`config.mk`:
```
export PLATFORM = sky130hd
export DESIGN_NAME = neo_reset_seq
export DESIGN_NICKNAME = d
export VERILOG_FILES = /design/src/rtl/neo_reset_seq.sv
export SDC_FILE = /design/constraint.sdc
export NUM_CORES = 1
export LEC_CHECK = 0
export ABC_AREA = 1
export CAP_MARGIN = 20
export CORE_ASPECT_RATIO = 1.75
export CORE_MARGIN = 2
export CORE_UTILIZATION = 40
export CTS_BUF_LIST = sky130_fd_sc_hd__clkbuf_16
export CTS_CLUSTER_DIAMETER = 30
export DETAILED_ROUTE_END_ITERATION = 16
export GPL_TIMING_DRIVEN = 0
export PLACE_DENSITY_LB_ADDON = 0.2
export RECOVER_POWER = 100
export SYNTH_ARGS = -nofsm -noshare
export SYNTH_HDL_FRONTEND = slang
export SYNTH_SLANG_ARGS = --single-unit
```
`constraint.sdc`:
```
create_clock -name CLK -period 5.4 [get_ports CLK]
set_input_delay 0.54 -clock CLK [delete_from_list [all_inputs] [get_ports CLK]]
set_output_delay 0.54 -clock CLK [all_outputs]
set_load 0.02 [all_outputs]
```
`src/rtl/neo_reset_seq.sv`:
```
// NeoGeo system reset sequencer: merges power-on, button and watchdog
// resets into one 68k/Z80 reset sequence with an nRESETP pulse.
module neo_reset_seq #(
    parameter int HOLD_CYCLES = 256,
    parameter int Z80_DELAY   = 64,
    parameter int WDOG_FRAMES = 8
) (
    input  logic       CLK,
    input  logic       nRESET,
    input  logic       CLK_EN_24_N,
    input  logic       BTN_RESET,
    input  logic       VBL,
    input  logic       WDOG_KICK,
    input  logic       WDOG_EN,
    output logic       nRESET_68K,
    output logic       nRESET_Z80,
    output logic       nRESETP,
    output logic [1:0] RST_CAUSE,
    output logic       WDOG_FIRED
);

    localparam int MAXC = (HOLD_CYCLES > Z80_DELAY) ? HOLD_CYCLES : Z80_DELAY;
    localparam int CW   = $clog2(MAXC + 1);

    localparam logic [CW-1:0] HOLD_LAST = CW'(HOLD_CYCLES - 1);
    localparam logic [CW-1:0] Z80_LAST  = CW'((Z80_DELAY > 0) ? Z80_DELAY - 1 : 0);
    localparam logic [3:0]    FC_LAST   = 4'(WDOG_FRAMES - 1);

    localparam logic [1:0] S_HOLD = 2'd0;
    localparam logic [1:0] S_Z80  = 2'd1;
    localparam logic [1:0] S_RUN  = 2'd2;

    localparam logic [1:0] C_POR  = 2'd0;
    localparam logic [1:0] C_BTN  = 2'd1;
    localparam logic [1:0] C_WDOG = 2'd2;

    logic [1:0]    state;
    logic [CW-1:0] cnt;
    logic [3:0]    fc;
    logic          kick_pend;
    logic          vbl_pend;
    logic          vbl_q;

    logic kick;
    logic vbl;
    logic wd_on;
    logic fire;

    // Events seen this cycle are merged with the pending ones so a kick
    // or VBL edge landing on the tick edge itself is not dropped.
    always_comb begin
        kick  = kick_pend | WDOG_KICK;
        vbl   = vbl_pend | (VBL & ~vbl_q);
        wd_on = (state == S_RUN) && WDOG_EN;
        fire  = wd_on && !kick && vbl && (fc == FC_LAST);
    end

    // Capture kick and VBL rising edge between enable ticks.
    always_ff @(posedge CLK or negedge nRESET) begin
        if (!nRESET) begin
            vbl_q     <= 1'b0;
            kick_pend <= 1'b0;
            vbl_pend  <= 1'b0;
        end else begin
            vbl_q <= VBL;
            if (CLK_EN_24_N) begin
                kick_pend <= 1'b0;
                vbl_pend  <= 1'b0;
            end else begin
                kick_pend <= kick;
                vbl_pend  <= vbl;
            end
        end
    end

    // Reset sequencing FSM with button and watchdog overrides.
    always_ff @(posedge CLK or negedge nRESET) begin
        if (!nRESET) begin
            state      <= S_HOLD;
            cnt        <= '0;
            nRESET_68K <= 1'b0;
            nRESET_Z80 <= 1'b0;
            nRESETP    <= 1'b1;
            RST_CAUSE  <= C_POR;
        end else if (CLK_EN_24_N) begin
            nRESETP <= 1'b1;
            if (BTN_RESET || fire) begin
                state      <= S_HOLD;
                cnt        <= '0;
                nRESET_68K <= 1'b0;
                nRESET_Z80 <= 1'b0;
                RST_CAUSE  <= BTN_RESET ? C_BTN : C_WDOG;
            end else begin
                case (state)
                    S_HOLD: begin
                        if (cnt == HOLD_LAST) begin
                            cnt        <= '0;
                            nRESETP    <= 1'b0;
                            nRESET_68K <= 1'b1;
                            if (Z80_DELAY == 0) begin
                                state      <= S_RUN;
                                nRESET_Z80 <= 1'b1;
                            end else begin
                                state <= S_Z80;
                            end
                        end else begin
                            cnt <= cnt + 1'b1;
                        end
                    end
                    S_Z80: begin
                        if (cnt == Z80_LAST) begin
                            cnt        <= '0;
                            state      <= S_RUN;
                            nRESET_Z80 <= 1'b1;
                        end else begin
                            cnt <= cnt + 1'b1;
                        end
                    end
                    S_RUN: begin
                        cnt <= '0;
                    end
                    default: begin
                        state <= S_HOLD;
                        cnt   <= '0;
                    end
                endcase
            end
        end
    end

    // Watchdog frame counter and sticky fired flag.
    always_ff @(posedge CLK or negedge nRESET) begin
        if (!nRESET) begin
            fc         <= 4'd0;
            WDOG_FIRED <= 1'b0;
        end else if (CLK_EN_24_N) begin
            if (BTN_RESET || fire || !wd_on || kick) begin
                fc <= 4'd0;
            end else if (vbl) begin
                fc <= fc + 4'd1;
            end
            if (!BTN_RESET && fire) begin
                WDOG_FIRED <= 1'b1;
            end else if ((state == S_RUN) && kick) begin
                WDOG_FIRED <= 1'b0;
            end
        end
    end

endmodule

```
-- Word-level counts from Yosys, hierarchy flattened
Cells that the tools add are included.
- register bits after elaboration: 24
- input port bits: 7
- word-level logic and storage cells: 74
- $add $sub $neg: 2
- eq/ne operators: 8
- multiplexer cells: 24
- bitwise gates (word level): 4
- reductions and logical operators: 25
- operators with widths (operator ; number):
    two-way mux 9 bit ; 3
    one-hot mux 9 bit (2 select lines) ; 1
    two-way mux 1 bit ; 13
    nonzero test 2 bit ; 6
    adder 9 x 1 -> 9 bit (second input constant) ; 1
    equality test 9 x 6 -> 1 bit (second input constant) ; 1
    equality test 9 x 8 -> 1 bit (second input constant) ; 1
    two-way mux 2 bit ; 4
    two-way mux 4 bit ; 2
    logical AND 1 bit ; 6
    inequality test 3 bit (second input constant) ; 2
    one-hot mux 2 bit (3 select lines) ; 1
    AND reduction 2 bit ; 3
    AND reduction 3 bit ; 2
    adder 4 x 1 -> 4 bit (second input constant) ; 1
    equality test 4 x 3 -> 1 bit (second input constant) ; 1
    AND reduction 4 bit ; 1
    zero test 1 bit ; 3
    logical OR 1 bit ; 3
    equality test 2 x 1 -> 1 bit (second input constant) ; 1
    equality test 2 bit (second input constant) ; 1
    zero test 2 bit ; 1
    inequality test 2 x 1 -> 1 bit (second input constant) ; 1
    OR 1 bit ; 2
    2 further kinds ; 2

-- Logic depth before layout (Yosys ltp)
- word-level depth: 10
- mapped depth: 11
- gate-level depth less buffers: 11

-- Least setup slack after synthesis
No wires, ideal clock.
- path kind: reg2reg
- start: register cnt[0]
- end: register state[1]
- setup time: 117 ps
- arrival: 1586 ps
- data required time: 5283 ps
- path slack: 3697 ps
- stages on the path, launching flop included: 12
- path buffers: 0
- clock period less this slack: 1703 ps
- cell sequence: dfrtp_1 ha_1 nand3_1 nor2_1 nand2_1 nor2_1 ha_1 nor2_1 nor3_1 nand2_1 nand3_1 nand2_1
- word-level cells in the longest chain between the ends: 3
- RTL lines (what ; line ; source):
    start: declaration ; 38 ; logic [CW-1:0] cnt;
    start signal: assignment ; 107 ; cnt <= cnt + 1'b1;
    start signal: assignment ; 116 ; cnt <= cnt + 1'b1;
    equality test 9 x 6 -> 1 bit or equality test 9 x 8 -> 1 bit (tied branches) ; 111, 96 ;
    inequality test 3 bit (no source line) ; - ;
    AND reduction 4 bit (no source line) (*) ; - ;
    end signal: assignment ; 104 ; state <= S_Z80;
    end signal: assignment ; 113 ; state <= S_RUN;
    end signal: assignment ; 123 ; state <= S_HOLD;
    end: declaration ; 37 ; logic [1:0] state;
Mark *: on every way between the ends. The rest lies on a longest branch, timed or not.
A chain may end at the register's enable or synchronous reset.

-- Final worst setup path
- start: register cnt[0]
- end: register state[0]
Same word-level chain as after synthesis.

==> run metrics <==
outcome finished, final reports clean; Worst Clk Skew 0.00342 ns; synthesized instance count 177; wire per inst 11.9 um; syn_nets 188; Routability Congestion 0.831; DR vias 1,132; largest stage delay on the critical path 0.41 ns; Critical Path Source cnt[0]; synthesized area 0.00133 sq mm; Yosys Warn Count 0; clock buffer depth 2; 1st-iter DRT viols 18; hold_buf cts 0; non-filler cells, final 236; TritonCTS Buffers 3; CP arrival 2.16 ns; drc violations 0; 1st-pass router iterations 4; Synth Register Bits 24; Synth cell types 22; Syn Area/Cell 7.51 sq um; Peak VDD IR 0.233 mV; post-CTS sizing 0; largest area contributor in the netlist dfrtp_1; TritonCTS clock tree yes; Crit Path Class flip-flop to flip-flop; Post-synth ARST share 1.00; row cnt 27; Final Cycle Share 0.372; Initial Utilization 0.419; ANT nets after route 0; Hold Fails Final Rpt 0; final setup vio count 0; WP depth 11; worst rel slew slack 0.501; first-pass GRT wire length 4.78 mm; share of layout cells above drive strength 1 0.0725; Final Max Tran Viols 0; CP max stage cell dfrtp_1; hpwl dp 2.10 mm; RSZ-0062 raised after global routing no; Buffers on Ports 11; Die ar. 0.00382 sq mm; Post-synth EDFFs 0; Setup TNS 0 ns; crit start category flip-flop; CTS Sinks 24; filler cell count 320; Reg2Reg Depth 11; max frequency 0.498 GHz; area of the multi-input gates 614 sq um; final wirelength 2.82 mm; postcts setup bufs 0; core area 0.00318 sq mm; worst slew pin tran 0.749 ns; Die H 80.3 um; ANT cells 0; Final nets 205; Critical Path End Type flip-flop; pin count of the biggest net entering global routing 15; GRT Residual Overflow 0; Worst-path clk slew 0.06 ns; CTS root buffer clkbuf_16; Avg Vias per Cell 4.80; worst min path class flip-flop to flip-flop; Seq. cell area 602 sq um; CP endpoint state[0]; RR Endpoint state[0]; All-Layer GR Usage 0.172; Top Ports 13; Post-Place Cells 232; worst-skew pair later-pin latency 0.26 ns; most common cell in the netlist nand2_1; Area contributors post-synth dfrtp_1 (43%), nand2_1 (17%), nand3_1 (6.4%); Worst path top cell family by delay simple AND/OR/NAND/NOR gates; Power Density 273 mW/mm^2; vias in the first global route 1,156; area grow syn2layout 19.4%; Pleak 0.840 nW; worst path required time 5.55 ns; R2R Setup Slk 3.39 ns; CTS HTree Levels 1; sequential element share of the synthesized area 0.452; Critical Path Fanout Max 5; initial antenna violation count 0; Final min period 2.01 ns; top_reg_cell synth dfrtp_1; fin worst setup slack 3.39 ns; max cap viols 0; Synth top cells by count nand2_1 (62), dfrtp_1 (23), inv_1 (21); Buf/Inv on CP 0; setup slack at placement 3.41 ns; worst-path cell chain ha_1 -> nand3_1 -> nor2_1 -> nand2_1 -> nor2_1 -> ha_1 -> nor2_1 -> nor3_1 -> nand2_1 -> nand3_1 -> nand2_1; die width 47.6 um; post-synth top area share 0.433; Worst R2R Start cnt[0]
==> how the worst min path moves through the flow <==
stage / start / end / slack [ns] / cells past startpoint
after global routing: RST_CAUSE[1] / RST_CAUSE[1] / 0.49 / 2
after floorplan: nRESET / RST_CAUSE[0] / 0.24 / 0
final: RST_CAUSE[0] / RST_CAUSE[0] / 0.48 / 2
after global placement: WDOG_FIRED / WDOG_FIRED / 0.47 / 2
after detailed placement: RST_CAUSE[1] / RST_CAUSE[1] / 0.47 / 2
after CTS: RST_CAUSE[1] / RST_CAUSE[1] / 0.49 / 2
==> sequential cells by signal (all words and copies together) (netlist names) <==
register    count
cnt             9
fc              4
RST_CAUSE       2
state           2
WDOG_FIRED      1
kick_pend       1
nRESETP         1
nRESET_68K      1
nRESET_Z80      1
vbl_pend        1
vbl_q           1
==> metal layers <==
metal / wire [um] / GRT usage / up-vias
met5: 0 / 0 / -
met4: 58 / 0.0703 / 0
met3: 90 / 0.0225 / 5
met2: 1510 / 0.314 / 23
met1: 1160 / 0.185 / 523
li1: - / - / 581
==> logic make-up (layout without fill, tap and decap cells) <==
kind of cell             after synthesis  count (layout)  share of synthesized area
adder cells (fa/ha/maj)                4               4                     0.0376
AND/OR/NAND/NOR                      115             115                      0.389
flip-flops                            24              24                      0.452
buffers and inverters                 25              41                     0.0743
XOR/XNOR                               4               4                     0.0263
AO/OA/AOI/OAI                          5               5                     0.0207
==> cell usage in the layout, fill, tap and decap left out, types with 3 or more instances in the layout <==
cell and n:
clkbuf_16 3, dfrtp_1 23, dlygate4sd3_1 9, ha_1 4, inv_1 21, nand2_1 64, nand3_1 17, nand3b_1 6
nand4_1 3, nor2_1 18, nor2_2 3, o21ai_0 4, xor2_1 3
==> power breakdown <==
part / switching, mW / internal [mW] / leakage, nW
logic: 0.0198 / 0.0114 / 0.472
clock network: 0.0649 / 0.147 / 0.0511
registers: 0.00479 / 0.186 / 0.317
==> final cells by class <==
| cell class | instances | area share |
|---|---|---|
| Clock buffer | 3 | 0.0473 |
| Tap cell | 43 | 0.0339 |
| Sequential cell | 24 | 0.379 |
| Buffer | 2 | 0.00788 |
| Timing Repair Buffer | 12 | 0.0717 |
| Clock inverter | 1 | 0.0189 |
| Inverter | 23 | 0.0544 |
| Multi-Input combinational cell | 128 | 0.387 |
==> tightest hold or removal path: stages (launching register included) <==
cell	delay [ns]
dfrtp_1	0.34
nand2_1	0.05
o21ai_0	0.06
==> stage by stage <==
step                cell area [sq um]  hold WS (ns)  total power, mW   util
finish                           1590         0.485            0.434  0.500
global route                     1590         0.494            0.450  0.500
floorplan                        1330         0.244            0.210      -
CTS                              1610         0.490            0.441  0.508
detailed placement               1510         0.475            0.228  0.475
global placement                 1490         0.471            0.225  0.470
Power figures use the tool's default switching activity.
